--- src/rtl/brightness_ctrl_pkg.sv ---
// Shared definitions for the brightness control path: the common level width
// (also used by the PWM stage) and the range clamp applied to every level source.
package brightness_ctrl_pkg;

  localparam int LEVEL_W = 10;

  typedef logic [LEVEL_W-1:0] level_t;

  function automatic level_t clamp_level(input level_t x, input level_t lo, input level_t hi);
    if (x < lo)      return lo;
    else if (x > hi) return hi;
    else             return x;
  endfunction

endpackage

--- src/rtl/light_avg.sv ---
// Block averager for the ambient-light sensor: sums 2**AVG_LOG2 samples and
// publishes their clamped mean on avg_reg once the block is complete.
module light_avg
  import brightness_ctrl_pkg::*;
#(
  parameter int AVG_LOG2  = 3,
  parameter int MIN_LEVEL = 16,
  parameter int MAX_LEVEL = 1000
) (
  input  logic   clk,
  input  logic   reset,
  input  logic   sample_valid,
  input  level_t sample,
  output level_t avg_reg
);

  // Wide enough for 2**AVG_LOG2 full-scale samples, so the sum cannot wrap.
  localparam int ACC_W = LEVEL_W + AVG_LOG2;
  localparam int CNT_W = (AVG_LOG2 > 0) ? AVG_LOG2 : 1;
  localparam logic [CNT_W-1:0] CNT_LAST = CNT_W'((2 ** AVG_LOG2) - 1);
  localparam level_t LO = level_t'(MIN_LEVEL);
  localparam level_t HI = level_t'(MAX_LEVEL);

  logic [ACC_W-1:0] acc;
  logic [CNT_W-1:0] cnt;
  logic [ACC_W-1:0] sum;
  logic [ACC_W-1:0] mean_wide;
  level_t           mean;

  assign sum       = acc + ACC_W'(sample);
  assign mean_wide = sum >> AVG_LOG2;
  assign mean      = mean_wide[LEVEL_W-1:0];

  // NOTE: registers are updated with non-blocking assignments so every flop
  // samples the pre-edge values of the others, independent of statement order.
  always_ff @(posedge clk or posedge reset) begin
    if (reset) begin
      acc     <= '0;
      cnt     <= '0;
      avg_reg <= LO;
    end else if (sample_valid) begin
      if (cnt == CNT_LAST) begin
        avg_reg <= clamp_level(mean, LO, HI);
        acc     <= '0;
        cnt     <= '0;
      end else begin
        acc <= sum;
        cnt <= cnt + 1'b1;
      end
    end
  end

endmodule

--- src/rtl/brightness_ctrl.sv ---
// Brightness level generator for the PWM stage: selects the averaged sensor or
// the host value, clamps it, and slews level_pwm toward it one LSB per tick.
module brightness_ctrl
  import brightness_ctrl_pkg::*;
#(
  parameter int AVG_LOG2  = 3,
  parameter int STEP_DIV  = 1000,
  parameter int MIN_LEVEL = 16,
  parameter int MAX_LEVEL = 1000
) (
  input  logic   clk,
  input  logic   reset,
  input  logic   sample_valid,
  input  level_t sample,
  input  logic   manual_en,
  input  level_t manual_level,
  output level_t level_pwm,
  output level_t target,
  output logic   settled
);

  if (MIN_LEVEL > MAX_LEVEL) begin : g_bad_limits
    $error("brightness_ctrl: MIN_LEVEL must not exceed MAX_LEVEL");
  end
  if (MAX_LEVEL >= (2 ** LEVEL_W)) begin : g_bad_max
    $error("brightness_ctrl: MAX_LEVEL does not fit in LEVEL_W bits");
  end
  if (STEP_DIV < 1) begin : g_bad_div
    $error("brightness_ctrl: STEP_DIV must be at least 1");
  end

  localparam int PRE_W = (STEP_DIV > 1) ? $clog2(STEP_DIV) : 1;
  localparam logic [PRE_W-1:0] PRE_LAST = PRE_W'(STEP_DIV - 1);
  localparam level_t LO = level_t'(MIN_LEVEL);
  localparam level_t HI = level_t'(MAX_LEVEL);

  level_t           avg_reg;
  logic [PRE_W-1:0] prescaler;
  logic             tick;

  light_avg #(
    .AVG_LOG2 (AVG_LOG2),
    .MIN_LEVEL(MIN_LEVEL),
    .MAX_LEVEL(MAX_LEVEL)
  ) u_light_avg (
    .clk         (clk),
    .reset       (reset),
    .sample_valid(sample_valid),
    .sample      (sample),
    .avg_reg     (avg_reg)
  );

  // Free-running; target changes never restart it, so step spacing stays regular.
  assign tick = (prescaler == PRE_LAST);

  always_ff @(posedge clk or posedge reset) begin
    if (reset) prescaler <= '0;
    else       prescaler <= tick ? '0 : prescaler + 1'b1;
  end

  always_ff @(posedge clk or posedge reset) begin
    if (reset)          target <= LO;
    else if (manual_en) target <= clamp_level(manual_level, LO, HI);
    else                target <= avg_reg;
  end

  // Slew compares against the pre-edge target, so a redirect lands on the next tick.
  always_ff @(posedge clk or posedge reset) begin
    if (reset) begin
      level_pwm <= '0;
    end else if (tick) begin
      if (level_pwm < target)      level_pwm <= level_pwm + 1'b1;
      else if (level_pwm > target) level_pwm <= level_pwm - 1'b1;
    end
  end

  assign settled = (level_pwm == target);

endmodule

--- config.mk ---
export PLATFORM = sky130hd
export DESIGN_NAME = brightness_ctrl
export DESIGN_NICKNAME = d
export VERILOG_FILES = /design/src/rtl/brightness_ctrl_pkg.sv /design/src/rtl/light_avg.sv /design/src/rtl/brightness_ctrl.sv
export SDC_FILE = /design/constraint.sdc
export NUM_CORES = 1
export LEC_CHECK = 0
export BUFFER_PORTS_ARGS = -buffer_cell sky130_fd_sc_hd__buf_2
export CAP_MARGIN = 0
export CORE_MARGIN = 2
export CORE_UTILIZATION = 55
export CTS_BUF_LIST = sky130_fd_sc_hd__clkbuf_8
export DETAILED_ROUTE_END_ITERATION = 10
export HOLD_SLACK_MARGIN = 0.15
export PLACE_DENSITY = 0.79
export SLEW_MARGIN = 0
export SYNTH_ARGS = -nofsm -noshare
export SYNTH_HDL_FRONTEND = slang
export SYNTH_SLANG_ARGS = --single-unit
--- constraint.sdc ---
create_clock -name clk -period 3.7 [get_ports clk]
set_input_delay 0.74 -clock clk [delete_from_list [all_inputs] [get_ports clk]]
set_output_delay 0.74 -clock clk [all_outputs]
set_load 0.01 [all_outputs]
==> flow_summary_export.csv <==
group,metric,value,unit
outcome,status,"finished clean",
synth,synth_edf_count,0,
final_layout,areaGrowthSynthToFinish,10.3,%
die,die_w,85.6,µm
global_routing,grt_pass1_vias,3057,
place,placed_area,3950,µm²
synth,async_flop_share,100,%
critical_path,r2r_start,"level_pwm[3]$_DFFE_PP0P_",
sta,holdWs,0.469,ns
sta,slew_viol_final,0,
power,irDropWorstVdd,0.000444,V
drt,detail-route-antenna-nets,0,
sta,period_share,92.6,%
drt,routed_wl,7.91,mm
synth,yosys_warnings,0,
final_layout,largest_register_ffs,13,
synth,yosysUniqueCellTypes,63,
drt,wl_met2,4.12,mm
final_layout,multi_input_area,2060,µm²
final_layout,final_cell_mix,"dfrtp_1 (54), buf_2 (44), inv_1 (41)",
cts,cts_buffers,5,
final_layout,nets,497,
die,row_count,29,
cts,postCtsHoldBufs,0,
critical_path,r2r_cells,13,
synth,synth_nets,454,
place,io_buffers,44,
sta,timing.fmax,292,MHz
critical_path,crit_chain,"ha_1 -> a21o_1 -> a21o_1 -> a221oi_2 -> o21ai_2 -> ha_1 -> a21o_1 -> a21oi_1 -> o21ai_0 -> a31o_2 -> a211oi_1 -> mux2i_1 -> o2111ai_1",
synth,synth_area_per_cell,9.22,µm²
critical_path,critPathCaptureType,"flop",
global_routing,grt_pass1_wl,13.7,mm
synth,ys_seq_elements,56,
die,design.die.area,7330,µm²
critical_path,crit_path_frequent_cell,"a21o_1",
synth,synth-seq-area-share,38.3,%
drt,avgRoutedWirePerCell,15.3,µm
critical_path,crit_arrival,3.60,ns
drt,wl_met3,294,µm
critical_path,crit_slowest_cell,"dfrtp_1",
die,fp.coreArea,6390,µm²
synth,synth_top_area_share,36.9,%
die,ios,45,
critical_path,start_kind,"flop",
worst_hold_path,hold_depth,1,
synth,syn_area,3660,µm²
final_layout,layout.cells.most_common,"dfrtp_1",
final_layout,postLayoutCellArea,4040,µm²
worst_hold_path,hold_end,"prescaler[0]$_DFF_PP0_",
synth,syn_inst,397,
sta,period_needed,3.42,ns
power,p_leak,2.04,nW
sta,setup_viol,0,
synth,synth_area_leaders,"dfrtp_1 (37%), ha_1 (11%), inv_1 (4.1%), nand2_1 (4.0%), xor2_1 (3.3%)",
cts,cts_max_level,2,
critical_path,worstSetupPathType,"reg2reg",
die,die_y,85.6,µm
final_layout,regMostFlops,"u_light_avg.acc",
power,power,0.00250,W
global_routing,grt_max_degree,31,
sta,rsz0062_at_grt,"false",
global_routing,grt.overflow.total,0,
critical_path,worstPathRequired,3.88,ns
final_layout,seq_area,1400,µm²
place,dp_hpwl,6.03,mm
cts,path_clk_slew,0.09,ns
drt,drtIter0Drc,176,
cts,clockBufferDepth,2,
cts,tritoncts,"yes",
cts,clock-sinks,56,
global_routing,grt_util_all_layers,23.2,%
worst_hold_path,hold_class,"reg2reg",
sta,finalHoldViolCount,0,
cts,clockRootBuffer,"clkbuf_8",
final_layout,drive_gt1_share,17.2,%
synth,synth_ff_type,"dfrtp_1",
power,power_density,618,nW/µm²
drt,viasPerCell,5.95,
worst_hold_path,min-delay-start,"prescaler[0]$_DFF_PP0_",
critical_path,crit_path_start,"level_pwm[3]$_DFFE_PP0P_",
drt,highest_layer,"met4",
critical_path,max_stage_delay,0.43,ns
place,gp_congestion,0.918,
critical_path,rr_endpoint,"level_pwm[9]$_DFFE_PP0P_",
drt,m1WireLength,3.45,mm
global_routing,antenna_found_initial,0,
drt,via_count,3081,
sta,slew-limit-headroom,59.1,%
drt,firstDrtPassIters,4,
final_layout,n_antenna_cell,0,
job,max_cap_viol_count,0,
cts,insertion_delay,0.31,ns
critical_path,rrSetupSlack,0.28,ns
final_layout,fillCellCount,548,
die,initial_core_util,57.3,%
synth,synth_top_area_cell,"dfrtp_1",
critical_path,path_max_fanout,5,
sta,fin_setup_tns,0,ns
drt,drc,0,
sta,worst_slew_pin_slew,0.613,ns
sta,clock_skew,0.00435,ns
[report_power, final]
group          switching, W  internal (W)
clock              0.000192      0.000128
sequential         0.000111      0.000780
combinational      0.000742      0.000543
total               0.00104       0.00145
[cell usage after synthesis (5+ instances only)]
cell type   n
dfrtp_1    54
inv_1      40
nand2_1    39
ha_1       31
o21ai_0    22
a21oi_1    20
nor2_1     19
o22ai_1    15
xor2_1     14
a21o_1     13
mux2_2     10
clkbuf_1    9
nand3_1     9
xnor2_1     8
o31ai_1     7
and3_1      5
[routing by layer]
layer	track usage (%)	vias up
met4	6.78	0
met5	0	-
met3	2.98	4
met1	29.5	1496
met2	41.3	69
li1	-	1512
[what timing repair did]
action | 4_1_cts | 5_1_grt
resized for setup | 0 | 2
endpoints found under the setup margin | 0 | 1
setup buffers | 0 | 0
[metrics by stage]
step	std cells	worst slack, ns	utilization, %
finish	518	0.275	63.3
global route	518	0.0475	63.3
CTS	518	0.220	63.1
detailed placement	510	0.170	61.8
global placement	510	0.217	61.8
floorplan	397	0.230	-
[worst max path at each step]
stage,depth (start not counted),endpoint
finish,13,level_pwm[9]$_DFFE_PP0P_
global placement,10,u_light_avg.avg_reg[0]$_DFFE_PP0P_
global route,13,level_pwm[9]$_DFFE_PP0P_
CTS,13,level_pwm[9]$_DFFE_PP0P_
detailed placement,10,u_light_avg.avg_reg[0]$_DFFE_PP0P_
floorplan,13,level_pwm[9]$_DFFE_PP0P_
[area by class of cell]
cell class	count	area share (%)
clock buffer	5	1.70
multi-input combinational	289	50.9
sequential	56	34.7
timing repair buffer	48	6.19
clock inverter	3	0.310
tap	77	2.38
inverter	40	3.72
[worst max-delay path: cells and delay by family, from the launching register on]
kind	cells	cell delay (ns)
AOI/OAI and AO/OA	10	2.02
adders and majority gates	2	0.60
DFF	1	0.43
muxes	1	0.24
[cells by family after synthesis]
kind of cell,Yosys count,share of synthesized area (%)
buffers and inverters,52,5.74
xor gates and xnor gates,22,5.26
and+or+nand+nor,107,14.5
muxes,12,3.62
DFF,56,38.3
adders and majority gates,33,11.7
AOI/OAI and AO/OA,115,20.9
Power figures use the tool's default switching activity.
